<file path="src/rtl/arb_wrr_sched.sv">
// Weighted round-robin arbiter with lock and park; all outputs come from state registered on the
// clock edge after the inputs are sampled (1-cycle latency); requesters wait, there is no backpressure.
module arb_wrr_sched #(
  parameter int n          = 4,
  parameter int w_width    = 3,
  parameter int park_mode  = 1,
  parameter int park_index = 0
) (
  input  logic                   clk,
  input  logic                   rst_n,
  input  logic                   init_n,
  input  logic                   enable,
  input  logic [n-1:0]           request,
  input  logic [w_width*n-1:0]   weight,
  input  logic [n-1:0]           lock,
  input  logic [n-1:0]           mask,
  output logic                   parked,
  output logic                   granted,
  output logic                   locked,
  output logic [n-1:0]           grant,
  output logic [$clog2(n)-1:0]   grant_index
);

  localparam int iw = $clog2(n);

  typedef enum logic [1:0] {IDLE, GRANT, LOCK} state_t;

  state_t             state, nxt_state;
  logic [iw-1:0]      last, nxt_last, win;
  logic [w_width-1:0] cnt, nxt_cnt, win_w;
  logic [n-1:0]       elig;
  logic               found;
  logic               hold_lock;
  logic               rearb;

  assign elig      = request & ~mask;
  assign hold_lock = lock[last] & request[last];

  // Round-robin search starts just after the last grantee, so the grantee itself is tried last.
  always_comb begin
    found = 1'b0;
    win   = '0;
    win_w = '0;
    for (int k = 1; k <= n; k++) begin
      if (!found && elig[(int'(last) + k) % n]) begin
        found = 1'b1;
        win   = iw'((int'(last) + k) % n);
      end
    end
    for (int i = 0; i < n; i++) begin
      if (win == iw'(i)) win_w = weight[i*w_width +: w_width];
    end
    if (win_w == '0) win_w = w_width'(1);
  end

  always_ff @(posedge clk or negedge rst_n) begin
    if (!rst_n) begin
      state <= IDLE;
      cnt   <= '0;
      last  <= iw'(n - 1);
    end else begin
      state <= nxt_state;
      cnt   <= nxt_cnt;
      last  <= nxt_last;
    end
  end

  always_comb begin
    nxt_state = state;
    nxt_cnt   = cnt;
    nxt_last  = last;
    rearb     = 1'b0;
    if (!init_n) begin
      nxt_state = IDLE;
      nxt_cnt   = '0;
      nxt_last  = iw'(n - 1);
    end else if (!enable) begin
      nxt_state = IDLE;
      nxt_cnt   = '0;
    end else begin
      case (state)
        IDLE:  rearb = 1'b1;
        GRANT: begin
          if (hold_lock)                    nxt_state = LOCK;
          else if (!elig[last])             rearb = 1'b1;
          else if (cnt <= w_width'(1))      rearb = 1'b1;
          else                              nxt_cnt = cnt - w_width'(1);
        end
        LOCK:  if (!hold_lock) rearb = 1'b1;
        default: nxt_state = IDLE;
      endcase
      if (rearb) begin
        if (found) begin
          nxt_state = GRANT;
          nxt_last  = win;
          nxt_cnt   = win_w;
        end else begin
          nxt_state = IDLE;
          nxt_cnt   = '0;
        end
      end
    end
  end

  always_comb begin
    grant       = '0;
    grant_index = '0;
    parked      = 1'b0;
    granted     = 1'b0;
    locked      = 1'b0;
    if (state != IDLE) begin
      grant[last] = 1'b1;
      grant_index = last;
      granted     = 1'b1;
      locked      = (state == LOCK);
    end else if (park_mode == 1) begin
      grant[park_index] = 1'b1;
      grant_index       = iw'(park_index);
      parked            = 1'b1;
    end
  end

endmodule

</file>
<file path="config.mk">
export PLATFORM = sky130hd
export DESIGN_NAME = arb_wrr_sched
export DESIGN_NICKNAME = d
export VERILOG_FILES = /design/src/rtl/arb_wrr_sched.sv
export SDC_FILE = /design/constraint.sdc
export NUM_CORES = 1
export LEC_CHECK = 0
export BUFFER_PORTS_ARGS = -buffer_cell sky130_fd_sc_hd__buf_2
export CAP_MARGIN = 30
export CORE_ASPECT_RATIO = 1.75
export CORE_MARGIN = 4
export CORE_UTILIZATION = 44
export DETAILED_ROUTE_END_ITERATION = 10
export GPL_TIMING_DRIVEN = 0
export PLACE_DENSITY_LB_ADDON = 0.08
export SETUP_SLACK_MARGIN = 0.3
export SLEW_MARGIN = 15
export SYNTH_ARGS = -nofsm -noshare
export SYNTH_HDL_FRONTEND = slang
export SYNTH_SLANG_ARGS = --single-unit
</file>
<file path="constraint.sdc">
create_clock -name clk -period 2.5 [get_ports clk]
set_clock_uncertainty 0.1 [all_clocks]
set_input_delay 0.375 -clock clk [delete_from_list [all_inputs] [get_ports clk]]
set_output_delay 0.375 -clock clk [all_outputs]
set_load 0.03 [all_outputs]
</file>
# --- Yosys cells after proc, flatten, opt, wreduce, memory -nomap -nowiden ---
# Cells that the tools add are included.
totals:
  ff_bits: 7
  latch_bits: 0
  ramBits: 0
  rom_bits: 0
  input_bits: 28
  wordCells: 119
  n_memories: 0
op_classes:
  addsub: 5
  mul: 0
  div: 0
  order_cmp: 7
  n_eq_ne: 14
  n_shift: 0
  muxes: 64
  bitwise_logic: 7
  reduce_logical: 19
ops:
  columns: ["cell", "n"]
  rows:
  - ["3-bit 2-to-1 mux", 14]
  - ["1-bit 2-to-1 mux", 27]
  - ["2-bit 2-to-1 mux", 13]
  - ["3-bit by 4-bit less-than comparator with 1-bit output (second input constant)", 4]
  - ["1-bit binary-select mux with 2-bit select", 7]
  - ["4-bit by 3-bit inequality test with 1-bit output (second input constant)", 3]
  - ["2-bit OR reduction", 5]
  - ["4-bit by 2-bit inequality test with 1-bit output (second input constant)", 2]
  - ["2-bit equality test (second input constant)", 3]
  - ["2-bit by 1-bit inequality test with 1-bit output (second input constant)", 3]
  - ["5-bit inequality test (second input constant)", 1]
  - ["2-bit by 1-bit adder with 2-bit output (second input constant)", 2]
  - ["2-bit adder (second input constant)", 2]
  - ["1-bit AND (first input constant)", 4]
  - ["4-bit AND", 1]
  - ["2-bit by 1-bit equality test with 1-bit output (second input constant)", 2]
  - ["1-bit logical AND", 4]
  - ["2-bit logical NOT", 2]
  - ["4-bit inverter", 1]
  - ["2-bit one-hot mux with 2 select lines", 1]
  - ["4-bit AND reduction", 1]
  - ["3-bit by 1-bit less-or-equal comparator with 1-bit output (second input constant)", 1]
  - ["1-bit logical NOT", 3]
  - ["3-bit logical NOT", 1]
  - ["other kinds (9)", 9]

# --- Longest topological paths before layout ---
logic_depth:
  word_depth: 27
  mapped_depth: 9
  depth_no_buf: 9

# --- Least setup slack after synthesis ---
# OpenSTA, ideal clock, no wires.
synth_path:
  path_kind: "register to register"
  startpoint: "register last[0]"
  endpoint: "register cnt[2]"
  setup_time_ns: 0.124
  t_arrival_ns: 2.304
  setup_slack_ns: -0.028
  stages_incl_launch_ff: 10
  path_buffers: 1
  synth_period_minus_slack_ns: 2.528
  cell_sequence: "dfstp_2 > inv_2 > buf_6 > ha_1 > mux4_2 > o32a_1 > nor3_2 > o32ai_1 > a211o_1 > o2bb2ai_1"
synth_between:
  elab_chain_cells: 25
  word_cells_on_any_way: 62
  classes_between: "add/sub (4); eq/ne (7); mux (41); bitwise (1); reduce/logical (9)"
synth_lines:
  columns: ["element", "line", "text"]
  rows:
  - ["start: declaration", "29", "logic [iw-1:0] last, nxt_last, win;"]
  - ["start signal: assignment", "60", "last <= iw'(n - 1);"]
  - ["start signal: assignment", "64", "last <= nxt_last;"]
  - ["2-bit by 1-bit adder with 2-bit output", "45, 47", null]
  - ["1-bit binary-select mux with 2-bit select", "45", "if (!found && elig[(int'(last) + k) % n]) begin"]
  - ["1-bit 2-to-1 mux (implied by the code) (2 in a row)", "45", null]
  - ["1-bit 2-to-1 mux", "45", null]
  - ["1-bit logical NOT", "45", null]
  - ["1-bit logical AND", "45", null]
  - ["1-bit 2-to-1 mux", "45", null]
  - ["1-bit logical NOT", "45", null]
  - ["(+5 left out)", null, null]
  - ["2-bit logical NOT", "51", "if (win == iw'(i)) win_w = weight[i*w_width +: w_width];"]
  - ["3-bit 2-to-1 mux (4 in a row)", "51", null]
  - ["3-bit logical NOT", "53", "if (win_w == '0) win_w = w_width'(1);"]
  - ["3-bit 2-to-1 mux", "53", null]
  - ["3-bit 2-to-1 mux", "93", "if (found) begin"]
  - ["3-bit 2-to-1 mux", "92", "if (rearb) begin"]
  - ["3-bit 2-to-1 mux", "77", "end else if (!enable) begin"]
  - ["3-bit 2-to-1 mux", "73", "if (!init_n) begin"]
  - ["end signal: assignment", "63", "cnt <= nxt_cnt;"]
  - ["end: declaration", "30", "logic [w_width-1:0] cnt, nxt_cnt, win_w;"]
# Parallel ways exist; a longest one is shown, timed or not. The select of a mux whose other input is x is not followed.
# A chain may end at the register's enable or synchronous reset.

# --- Final worst setup path ---
layout_path:
  startpoint: "register last[0]"
  endpoint: "register cnt[0]"
# Same word-level chain as after synthesis.

==> results.md <==
* Status: finished, violations left
* Failing checks: setup timing
* Setup WS post-layout at -0.0544 ns
* Crit path cell chain: inv_2 > buf_8 > ha_4 > mux4_2 > o22ai_4 > o22ai_2 > nor4_1 > a211o_1 > o21ai_1
* Core area at 2150 um^2
* CP required at 2.53 ns
* Setup crit start kind: register
* Post-synthesis sequential area ratio at 17.6%
* Antenna cells at 0
* DR iter-0 viols at 24
* Final Hold Viols at 0
* Global-route wire length before repair at 4880 um
* Synthesis-to-layout area growth at 40.1%
* Syn avg cell area at 8.56 um^2
* Post-route antenna net violation count at 0
* Root cell of the clock tree: clkbuf_4
* CTS tree: built
* Setup TNS at -0.105 ns
* Final period util at 102%
* Synth async-reset ratio at 100%
* Max-slew headroom at the worst pin at 67.0%
* CP endpoint kind: register
* Boundary pin count at 37
* Clk Latency, worst-skew pair at 0.26 ns
* # setup viols final at 2
* Vias at 1,127
* Distinct cell type count after synthesis at 45
* Max Slew Vio Count at 0
* Synth Flop Type: dfrtp_1
* Placed inst area at 1230 um^2
* Overall routing resource usage at 19.9%
* Crit Path Max Fanout at 4
* Layout cell share with drive strength beyond 1 at 43.9%
* Critical Path Max Stage Delay at 0.55 ns
* Hold Crit Start: init_n
* Post-synth EDFFs at 0
* Vias per cell at 5.78
* Worst setup path startpoint: last[0]$_DFFE_PN1P_
* Row count at 22
* Worst hold slack at 0.217 ns
* Setup Crit Path Kind: register to register
* CTS H-Tree Depth at 1
* Nets at 206
* Ys Warns at 0
* Drt pass-1 iters at 4
* R2R Setup Slk at -0.05 ns
* Worst min path class: input port to register
* # Max-Cap Violations at 0
* Initial core utilization at 47.0%
* DRC Markers at 0
* Worst slew pin tran at 0.495 ns
* Die Y at 71.4 um
* Design area at 1420 um^2
* Port Buffer Count at 36
* Initial antenna violation count at 0
* Num CTS Buffers at 3
* CP max stage cell: dfstp_2
* Total global routing overflow at 0
* DIE AREA at 3160 um^2
* Mapped Area at 1010 um^2
* Power per Cell Area at 411 nW/um^2
* CTS max path bufs at 2
* Pin count of the biggest net entering global routing at 9
* Vias in the first global route at 1,156
* Post-synthesis net count at 152
* Final GP Congestion at 0.849
* DPL Wire Length at 2400 um
* Worst vdd ir at 0.000173 V
* Seq cells post-synth at 7
* Final core occ at 65.9%
* Post-Route WL at 3040 um
* Unrepaired setup endpoints after global routing: true
* Mapped Cells at 118
* Critical path arrival at 2.58 ns
* Fmax at 0.391 GHz
* Leak at 0.646 nW
* Fin crit period at 2.55 ns
* Die width at 44.2 um
* Worst r2r src: last[0]$_DFFE_PN1P_
* Clock slew at reported path FFs at 0.06 ns
* Average routed wire per standard cell at 15.6 um
* Total clock sinks at 7
[worst paths after layout]
path / endpoint / cells past startpoint
min in group asynchronous: state[0]$_DFFE_PN0P_ / 2
hold / removal: last[1]$_DFFE_PN1P_ / 2
setup / recovery: cnt[0]$_DFFE_PN0P_ / 9
setup reg to reg: cnt[0]$_DFFE_PN0P_ / 9
hold reg to reg: last[1]$_DFFE_PN1P_ / 2
max in group asynchronous: last[0]$_DFFE_PN1P_ / 2
[cells in the final DEF, fill, tap and decap left out, drive strengths merged, types with 2 or more instances in the layout]
cell / count
dfstp: 2
nand3: 9
mux2i: 2
or2: 3
nor2b: 5
a211o: 2
and2b: 3
clkbuf: 3
nand2b: 4
ha: 6
o21bai: 2
nor3: 4
a21oi: 2
and3: 2
nand2: 10
o21ai: 8
nor4: 2
nor2: 12
o22ai: 3
mux4: 6
dfrtp: 5
buf: 49
o211ai: 2
a211oi: 2
inv: 7
[through the flow]
stage                     setup slack [ns]  cells  total power, mW
final                              -0.0544    195            0.582
after global placement              -0.148    178            0.410
after detailed placement            -0.200    178            0.419
after global routing                -0.171    195            0.622
after floorplan                     0.0317    118            0.341
after CTS                          -0.0965    192            0.561
[timing repair]
action                                 4_1_cts  5_1_grt
hold buffers                                 1        0
pin swaps                                    8        5
endpoints found under the hold margin        5        0
cloned                                       0        0
setup endpoints to repair                    7        6
buffers inserted                             9        3
resized for setup                            3        8
[flip-flops by register name, summed over array words and instances, names as in the netlist]
signal	count
cnt	3
last	2
state	2
[cells in the mapped netlist (3+ instances only)]
library cell | number | area [um^2]
nor2_1 | 12 | 45.0
nand2_1 | 9 | 33.8
nand3_1 | 9 | 45.0
o21ai_0 | 7 | 35.0
ha_1 | 6 | 75.1
dfrtp_1 | 5 | 125
inv_1 | 5 | 18.8
nor2b_1 | 5 | 31.3
nand2b_1 | 4 | 25.0
and2b_1 | 3 | 22.5
mux4_1 | 3 | 78.8
mux4_2 | 3 | 67.6
[layer usage]
metal,vias to the layer above,global-route usage [%],part of all wire (%)
li1,553,-,-
met1,535,18.5,34
met2,30,40.7,60
met3,9,1.26,3.8
met4,0,8.72,2.8
met5,-,0,0
[final cells by class]
type                    instances  area, um^2
repair buffers                 49         293
well taps                      24        30.0
multi-input cells             103         843
plain buffers                   1        15.0
clock buffers                   3        22.5
flip-flops and latches          7         178
clock inverters                 1        5.00
fillers                       194         732
inverters                       7        28.8
[critical path: cells and delay by family (launching register included)]
family                   cells  cell delay (ns)
AND/OR/NAND/NOR              1             0.35
AO/OA/AOI/OAI                4             0.63
buffers and inverters        2             0.17
adder cells (fa/ha/maj)      1             0.27
multiplexers                 1             0.34
flip-flops                   1             0.55
[kinds of logic (layout without fill, tap and decap cells)]
group                      Yosys count  in the layout  synth area share, %
buffers and inverters                8             61                 3.72
muxes                                8              8                 16.5
AOI/OAI and AO/OA                   31             31                 23.2
and+or+nand+nor                     56             56                 29.6
DFF                                  7              7                 17.6
xor gates and xnor gates             1              1                0.868
adders and majority gates            7              7                 8.55
[power by group]
group,internal (mW),switching [mW],leakage (nW)
clock network,0.0587,0.0458,0.0177
registers,0.126,0.0128,0.0889
logic,0.163,0.176,0.540
total,0.347,0.234,0.646
No activity file was read; power rests on OpenSTA's default activity.
